$ cat src/rtl/bullet_pool_pkg.sv
// Shared constants and types for the projectile pools: position packing,
// the dead-slot marker and default player/enemy tuning.
package bullet_pool_pkg;

    localparam int POS_X_W = 10;
    localparam int POS_Y_W = 9;
    localparam int POS_W   = POS_X_W + POS_Y_W;

    localparam logic [POS_W-1:0] DEAD_POSITION = 19'h7FFFF;

    localparam int PLAYER_SPEED    = 4;
    localparam int PLAYER_COOLDOWN = 11;
    localparam int ENEMY_SPEED     = 2;
    localparam int ENEMY_COOLDOWN  = 7;

    localparam logic [POS_Y_W-1:0] SCREEN_Y_MAX = 9'd479;

    typedef struct packed {
        logic [POS_X_W-1:0] x;
        logic [POS_Y_W-1:0] y;
    } pos_t;

    function automatic pos_t pack_pos(input logic [POS_X_W-1:0] x, input logic [POS_Y_W-1:0] y);
        pos_t p;
        p.x = x;
        p.y = y;
        return p;
    endfunction

endpackage

$ cat src/rtl/bullet_pool_first_free_slot.sv
// Lowest-index free slot finder: one-hot grant of the first clear bit of
// i_Busy, plus a flag when every slot is taken. Also used by the enemy shooter.
module first_free_slot #(
    parameter int N = 16
) (
    input  logic [N-1:0] i_Busy,
    output logic [N-1:0] o_Grant,
    output logic         o_NoneFree
);

    logic [N-1:0] w_one;
    logic [N-1:0] w_busy_inc;

    assign w_one      = N'(1);
    // Adding one ripples through the low run of ones and lands on the first zero.
    assign w_busy_inc = i_Busy + w_one;
    assign o_Grant    = ~i_Busy & w_busy_inc;
    assign o_NoneFree = &i_Busy;

endmodule

$ cat src/rtl/bullet_pool.sv
// Projectile pool: spawn into the lowest free slot, per-tick vertical motion,
// despawn at the screen edge or on hit, and fire-rate limiting via a cooldown.
module bullet_pool
    import bullet_pool_pkg::*;
#(
    parameter int         N_BULLETS      = 16,
    parameter int         COOLDOWN_TICKS = PLAYER_COOLDOWN,
    parameter int         CD_W           = 4,
    parameter int         SPEED          = PLAYER_SPEED,
    parameter bit         DIR            = 1'b0,
    parameter logic [8:0] Y_MAX          = 9'd479,
    parameter bit         FIRE_MODE      = 1'b0
) (
    input  logic                         i_Clock,
    input  logic                         i_Reset,
    input  logic                         i_Tick,
    input  logic                         i_Clear,
    input  logic                         i_Fire,
    input  logic [POS_X_W-1:0]           i_FireX,
    input  logic [POS_Y_W-1:0]           i_FireY,
    input  logic [N_BULLETS-1:0]         i_HitMask,
    output logic [N_BULLETS-1:0]         o_State,
    output logic [N_BULLETS*POS_W-1:0]   o_Position,
    output logic                         o_Fired,
    output logic                         o_Full
);

    localparam logic [POS_Y_W:0] SPEED_EXT = (POS_Y_W + 1)'(SPEED);
    localparam logic [POS_Y_W:0] Y_MAX_EXT = {1'b0, Y_MAX};
    localparam logic [CD_W-1:0]  CD_RELOAD = CD_W'(COOLDOWN_TICKS);
    localparam logic [CD_W-1:0]  CD_ONE    = CD_W'(1);

    logic [N_BULLETS-1:0] r_state, w_state;
    pos_t [N_BULLETS-1:0] r_pos, w_pos;
    logic [CD_W-1:0]      r_cooldown, w_cooldown;
    logic                 r_pending, w_pending;
    logic                 r_fire_q, w_fire_q;
    logic                 r_fired, w_fired;

    logic [N_BULLETS-1:0] w_grant;
    logic                 w_none_free;
    logic                 w_edge;
    logic                 w_req;
    logic                 w_want;
    logic                 w_cd_zero;
    logic                 w_spawn;
    logic [POS_Y_W:0]     w_step;

    first_free_slot #(
        .N (N_BULLETS)
    ) u_first_free_slot (
        .i_Busy     (r_state),
        .o_Grant    (w_grant),
        .o_NoneFree (w_none_free)
    );

    // Returns {despawn, next_y}; the downward sum is one bit wider so it never wraps.
    function automatic logic [POS_Y_W:0] f_move(input logic [POS_Y_W-1:0] y);
        logic [POS_Y_W:0] sum_y;
        sum_y = {1'b0, y} + SPEED_EXT;
        if (DIR == 1'b0) begin
            if ({1'b0, y} < SPEED_EXT)
                f_move = {1'b1, y};
            else
                f_move = {1'b0, y - SPEED_EXT[POS_Y_W-1:0]};
        end else begin
            if (sum_y > Y_MAX_EXT)
                f_move = {1'b1, y};
            else
                f_move = {1'b0, sum_y[POS_Y_W-1:0]};
        end
    endfunction

    assign w_edge    = i_Fire & ~r_fire_q;
    assign w_req     = (FIRE_MODE == 1'b1) ? i_Fire : w_edge;
    assign w_want    = w_req | r_pending;
    assign w_cd_zero = (r_cooldown == '0);
    assign w_spawn   = w_want & w_cd_zero & ~w_none_free;

    always_comb begin
        w_state    = r_state;
        w_pos      = r_pos;
        w_cooldown = r_cooldown;
        w_pending  = r_pending;
        w_fire_q   = i_Fire;
        w_fired    = w_spawn;
        w_step     = '0;

        // Spawn decision sees the pre-tick cooldown; a reload beats the decrement.
        if (w_spawn)
            w_cooldown = CD_RELOAD;
        else if (i_Tick && !w_cd_zero)
            w_cooldown = r_cooldown - CD_ONE;

        if ((FIRE_MODE == 1'b0) && w_edge && !w_cd_zero)
            w_pending = 1'b1;
        if (w_want && w_cd_zero)
            w_pending = 1'b0;

        for (int k = 0; k < N_BULLETS; k++) begin
            if (r_state[k] && i_HitMask[k]) begin
                w_state[k] = 1'b0;
                w_pos[k]   = DEAD_POSITION;
            end else if (w_spawn && w_grant[k]) begin
                w_state[k] = 1'b1;
                w_pos[k]   = pack_pos(i_FireX, i_FireY);
            end else if (r_state[k] && i_Tick) begin
                w_step = f_move(r_pos[k].y);
                if (w_step[POS_Y_W]) begin
                    w_state[k] = 1'b0;
                    w_pos[k]   = DEAD_POSITION;
                end else begin
                    w_pos[k].y = w_step[POS_Y_W-1:0];
                end
            end
        end

        if (i_Clear) begin
            w_state    = '0;
            w_cooldown = '0;
            w_pending  = 1'b0;
            w_fire_q   = 1'b0;
            w_fired    = 1'b0;
            for (int k = 0; k < N_BULLETS; k++)
                w_pos[k] = DEAD_POSITION;
        end
    end

    always_ff @(posedge i_Clock or posedge i_Reset) begin
        if (i_Reset) begin
            r_state    <= '0;
            r_cooldown <= '0;
            r_pending  <= 1'b0;
            r_fire_q   <= 1'b0;
            r_fired    <= 1'b0;
            for (int k = 0; k < N_BULLETS; k++)
                r_pos[k] <= DEAD_POSITION;
        end else begin
            r_state    <= w_state;
            r_pos      <= w_pos;
            r_cooldown <= w_cooldown;
            r_pending  <= w_pending;
            r_fire_q   <= w_fire_q;
            r_fired    <= w_fired;
        end
    end

    assign o_State    = r_state;
    assign o_Position = r_pos;
    assign o_Fired    = r_fired;
    assign o_Full     = &r_state;

endmodule
$ cat config.mk
export PLATFORM = sky130hd
export DESIGN_NAME = bullet_pool
export DESIGN_NICKNAME = d
export VERILOG_FILES = /design/src/rtl/bullet_pool_pkg.sv /design/src/rtl/bullet_pool_first_free_slot.sv /design/src/rtl/bullet_pool.sv
export SDC_FILE = /design/constraint.sdc
export NUM_CORES = 1
export LEC_CHECK = 0
export CAP_MARGIN = 20
export CELL_PAD_IN_SITES_DETAIL_PLACEMENT = 0
export CELL_PAD_IN_SITES_GLOBAL_PLACEMENT = 1
export CORE_MARGIN = 2
export CORE_UTILIZATION = 42
export DETAILED_ROUTE_END_ITERATION = 8
export PLACE_DENSITY = 0.91
export SETUP_SLACK_MARGIN = 0.02
export SLEW_MARGIN = 40
export SYNTH_ARGS = -nofsm -noshare
export SYNTH_HDL_FRONTEND = slang
export SYNTH_SLANG_ARGS = --single-unit
$ cat constraint.sdc
create_clock -name i_Clock -period 19.15 [get_ports i_Clock]
set_clock_uncertainty 0.2 [all_clocks]
set_input_delay 3.83 -clock i_Clock [delete_from_list [all_inputs] [get_ports i_Clock]]
set_output_delay 3.83 -clock i_Clock [all_outputs]
set_load 0.01 [all_outputs]
; ---- After elaboration in Yosys (flattened, before gate mapping)
; Cells that the tools add are included.
[op_classes]
reduce_logical = 120
n_addsub = 18
eq_ne = 16
order_cmp = 16
n_mux = 218
bitwise = 8
[ops]
columns = cell, count
row1 = $mux W19, 48
row2 = $mux W10, 80
row3 = $mux W304, 1
row4 = $lt A9 B3 Y1 const B, 16
row5 = $mux W9, 16
row6 = $sub A9 B3 Y9 const B, 16
row7 = $reduce_bool A4 Y1, 32
row8 = $ne A5 B4 Y1 const B, 16
row9 = $mux W1, 69
row10 = $reduce_and A2 Y1, 32
row11 = $logic_and A1 B1 Y1, 51
row12 = $add A16 B1 Y16 const B, 1
row13 = $and A16 B16 Y16, 1
row14 = $mux W16, 1
row15 = $not A16 Y16, 1
row16 = $reduce_and A16 Y1, 1
row17 = $mux W4, 3
row18 = $reduce_bool A3 Y1, 2
row19 = $logic_not A4 Y1, 1
row20 = $sub A4 B1 Y4 const B, 1
row21 = $and A1 B1 Y1, 3
row22 = $not A1 Y1, 2
row23 = $logic_not A1 Y1, 1
row24 = $or A1 B1 Y1, 1
[totals]
wordCells = 448
input_bits = 40
out_inout_bits = 322
regBits = 327

; ---- Longest topological paths before layout
[logic_depth]
ltp_word = 13
mapped_depth = 10
mapped_depth_nobuf = 7

; ---- Hierarchy
; A second synthesis with hierarchy kept.
[unflattened]
hier_cells = 1536
area_unflattened_um2 = 16254.3
[modules_own_cells]
columns = module, area_per_inst_um2, cells_each, seq_area_each_um2, n_inst
row1 = bullet_pool, 15990.3, 1504, 8563.2, 1
row2 = first_free_slot, 264.0, 32, 0.0, 1

; ---- Worst setup path before layout
; OpenSTA, ideal clock, no wires.
[synth_timing]
kind = input -> register
startpoint = input i_Clear
endpoint = register r_pos (netlist bit o_Position[256])
arrival_time_ns = 5.385
required_ns = 18.870
cell_stages = 7
setup_ns = 0.080
slack_ns = 13.486
n_path_buf = 4
path_cell_list = clkbuf_1 > clkbuf_1 > buf_1 > a21oi_1 > o211ai_1 > buf_4 > o22a_1
[synth_between]
elab_chain_len = 2
elab_cells_between_ends = 4
classes_between = mux: 1 / reduce/logical: 3
[synth_rtl]
columns = item, line_no
row1 = from (decl), bullet_pool.sv:17  ; input logic i_Clear,
row2 = $reduce_bool A4 Y1 (no source line), n/a
row3 = $reduce_and A2 Y1 (no source line), n/a
row4 = to (signal assigned), bullet_pool.sv:140  ; r_pos <= w_pos;
row5 = to (decl), bullet_pool.sv:34  ; pos_t [N_BULLETS-1:0] r_pos, w_pos;
; Several ways; a longest one is shown, not always the timed one.
; A chain may end at the register's enable or synchronous reset.

; ---- Worst setup path in the final report
[layout_timing]
startpoint = register r_state[0], in the netlist o_State[0]
endpoint = output o_Full
[layout_between]
elab_chain_len = 1
[layout_rtl]
columns = item, line_no
row1 = from (decl), bullet_pool.sv:33  ; logic [N_BULLETS-1:0] r_state, w_state;
row2 = from (signal assigned), bullet_pool.sv:139  ; r_state <= w_state;
row3 = $reduce_and A16 Y1, bullet_pool.sv:151  ; assign o_Full = &r_state;
row4 = to (decl), bullet_pool.sv:25  ; output logic o_Full
; Every way passes these cells.

==> results.txt <==
The most common cell in the synthesized netlist is dfstp_2. The post-synthesis instance area came out at 16300 sq um. The effective utilization at floorplan came out at 42.4%. In this run the tightest slew margin relative to its limit is 42.7%. The combinational cell fraction of total power came out at 14.8%. The number of I/O pins is 362.

The H-tree depth is 2. The via count of the first global-routing pass came out at 14900. The overall global routing resource usage is 28.7%.

The leakage power figure is 0.00801 uW. The routability congestion estimate came out at 0.895. The depth of the most critical reg-to-reg path is 5. Counting every instance in the synthesized netlist gives 1620.

The most area-hungry cell type in the Yosys netlist is dfstp_2. The final cycle utilization of the critical path is 36.8%. The overall die area is 40500 sq um. The register bit count reported by yosys came out at 327. On the critical path, the stage with the largest delay is an instance of dfrtp_1. The number of antenna violations at the first check in global routing was 1. The kind of critical path is reg -> out. The post-detailed-route via-to-cell ratio came out at 6.05. The TritonCTS buffer count is 37. Synthesis produced a netlist with a net count of 1678. The arrival time of data at the critical path endpoint came out at 3.01 ns.

TritonCTS built the clock tree. The most instantiated flip-flop cell in the synthesis netlist is dfstp_2. Sequential cells burn 44.5% of the power. For the pin with the worst max-slew slack, the measured transition is 0.860 ns. The floorplan step set the die width to 201 um. Along the worst path, the maximum fanout reaches 15. The clock slew at the register clock pins of the worst setup and hold paths is 0.06 ns. For this run, design rule violations remaining after detail routing come to 0. The achievable clock frequency came out at 142 MHz. The net switching fraction of the power came out at 27.6%. Relative to the synthesized area, the layout overhead comes to 32.1%. The required time reported for the critical path endpoint came out at 15.12 ns. The power density normalized to cell area came out at 81.0 nW/um^2. The total of hold buffers inserted after clock tree synthesis is 0. Row generation in the floorplan step produced 72 rows. The count of endpoints failing setup in the final report came out at 0.

The number of pins with negative max-slew slack in the final report is 0. The flow ran to the end, and the final reports show no timing, DRC or antenna violations. Setup repair after global routing left no endpoint under its margin. For the final routed database, the setup TNS stands at 0 ns. The synthesis warning total is 0. The type of destination of the critical path is an output port.

After synthesis, the cell types taking the most area are dfstp_2 (49%), o22a_1 (7.6%), dfrtp_1 (3.5%). The type of the worst min-delay path is reg -> reg. The startpoint identified for the worst hold timing path is o_Position[191]. The total iterations of the first detailed-routing run is 5. The share of synthesized area occupied by flip-flops and latches is 52.4%. The internal power component is 1260 uW. The final critical path time including I/O delays and setup came out at 7.04 ns. The number of DRC markers after the initial detailed-route iteration came out at 1160.

Post-CTS timing repair inserted 0 buffers for setup. In the synthesized netlist the async set-or-reset flop fraction comes to 100%. The worst hold path was traced through 2 stages. The clock tree buffer depth came out at 3. The remaining global-route overflow is 0. The analysis attributes to net switching a power of 483 uW.

The final count of hold timing violations was 0. The post-synthesis average cell area came out at 10.1 sq um. Entering global routing, the biggest net connects 144 pins. The number of diodes came out at 0. The final layout contains routed wiring with a total length of 59.6 mm. The highest cell delay on the worst timing path came out at 0.70 ns. STA classifies the critical path startpoint as a flip-flop. The reported max-cap violation count came out at 0. In the final routed layout, each cell accounts on average for 24.0 um.

The number of nets with antenna violations after detailed routing is 0. The register-to-register setup slack came out at 15.83 ns. The vertical extent of the die came out at 201 um. The detailed placer's ending HPWL is 41.3 mm. The number of enable-type register cells in the synthesized netlist came out at 0. The endpoint identified for the worst register-to-register timing path is o_Position[293]. The startpoint identified for the worst register-to-register timing path is o_State[0]. The clock root buffer is clkbuf_16.

In this run the tool buffered the top-level ports with 361 buffer cells. The count of unique library cells instantiated by Yosys came out at 87. For the worst-skew pair, the clock arrives at the later sink with an insertion delay of 0.53 ns. The fraction of final layout cells with drive strength greater than 1 is 22.6%. The path with the worst hold slack has its endpoint at o_Position[191]. The layout net count came out at 1990. Gates resized during post-CTS repair numbered 0. The area share of the largest cell type after synthesis came out at 48.9%. The number of clock sinks seen by CTS came out at 327. The clock network burns 40.6% of the power. The detailed router placed 15000 vias in this run. At the end of the flow the core is filled with cells to 56.0%. The peak ir drop on the vdd network came out at 77.2 uV.

The core area came out at 38600 sq um. The wire length of the first global-routing pass is 90.5 mm. The commonest cells after synthesis are dfstp_2 (304), nand2_1 (145), o22a_1 (141), nor2_1 (119), a21oi_1 (100). Walking the worst path, the cells encountered are and4_1 > nand4_1 > nor2_1 > clkdlybuf4s50_1.
-- final cells by class --
class,instances,area [sq um]
Clock buffer,52,1040
Multi-Input combinational cell,1111,7080
Timing Repair Buffer,392,3830
Inverter,63,249
Clock inverter,14,158
Tap cell,518,648
Fill cell,3413,17000
Sequential cell,327,8560
-- through the flow --
| stage | total power (uW) | cell area [sq um] | std cells | worst slack, ns | hold slack (ns) |
|---|---|---|---|---|---|
| finish | 1750 | 21600 | 2477 | 12.11 | 0.297 |
| CTS | 1760 | 21500 | 2476 | 12.12 | 0.300 |
| floorplan | 923 | 16300 | 1620 | 6.57 | 0.289 |
| global placement | 1040 | 20300 | 2405 | 12.04 | 0.289 |
| detailed placement | 1040 | 20300 | 2410 | 12.06 | 0.291 |
| global route | 1810 | 21600 | 2477 | 12.03 | 0.316 |
-- flip-flops by register name (all words and copies together), names as in the netlist --
signal and flops:
o_Position 304, o_State 16, r_cooldown 4, o_Fired 1, r_fire_q 1, r_pending 1
-- layer usage --
layer	up-vias	routed length, um	track usage [%]
met3	151	5440	8.60
met5	-	12	0
met4	2	2330	11.3
li1	6616	-	-
met2	639	27000	44.7
met1	7583	24800	37.6
-- cell families after synthesis --
logic type,share of synthesized area [%]
AO/OA/AOI/OAI,24.2
adder cells (fa/ha/maj),1.38
buffers and inverters,4.61
XOR/XNOR,1.39
flip-flops,52.4
AND/OR/NAND/NOR,15.6
multiplexers,0.444
-- critical path: cells and delay by family (launching register included) --
family | cells | cell delay (ns)
and+or+nand+nor | 3 | 1.19
DFF | 1 | 0.70
buffers and inverters | 1 | 0.60
-- how the worst max path moves through the flow --
stage	depth (start not counted)	slack (ns)	end	from
finish	4	12.11	o_Full	o_State[0]
global placement	6	12.04	o_Position[39]	i_Fire
global route	4	12.03	o_Full	o_State[0]
CTS	4	12.12	o_Full	o_State[0]
detailed placement	7	12.06	o_Position[131]	i_Clear
floorplan	1	6.57	o_Fired	i_Reset
-- cells in the final DEF (no fill, tap or decap), types with 7 or more instances in the layout --
master / Yosys / layout
clkdlybuf4s50_1: 0 / 355
dfstp_2: 304 / 304
nand2_1: 145 / 145
o22a_1: 141 / 141
nor2_1: 119 / 119
a21oi_1: 100 / 99
o21ai_0: 80 / 80
inv_1: 62 / 61
nor3_1: 61 / 57
nand3_1: 50 / 49
clkbuf_16: 0 / 37
o211ai_1: 33 / 33
a2bb2oi_1: 29 / 29
buf_4: 6 / 26
o22ai_1: 25 / 25
dfrtp_1: 23 / 23
nor4_1: 24 / 22
ha_1: 18 / 18
or3_1: 17 / 17
xnor2_1: 16 / 16
and2_1: 15 / 15
nand4_1: 13 / 13
or4_1: 13 / 13
nand2b_1: 12 / 12
a31oi_1: 12 / 12
nor2b_1: 10 / 10
o21a_1: 10 / 10
o31ai_1: 10 / 10
xor2_1: 10 / 10
o32ai_1: 9 / 9
nor3b_1: 9 / 9
o2bb2ai_1: 9 / 9
clkbuf_1: 66 / 9
buf_2: 32 / 9
or2_2: 8 / 8
a211oi_1: 8 / 8
a21o_1: 7 / 7
o32a_1: 7 / 7
clkinv_2: 0 / 7
-- power by group through the flow --
stage,registers (uW),logic [uW],clock network (uW)
4_1_cts,778,258,720
5_1_grt,782,279,748
2_1_floorplan,784,139,0
6_report,778,259,710
3_5_place_dp,787,257,0
3_3_place_gp,786,250,0
(Power assumes the default switching activity.)
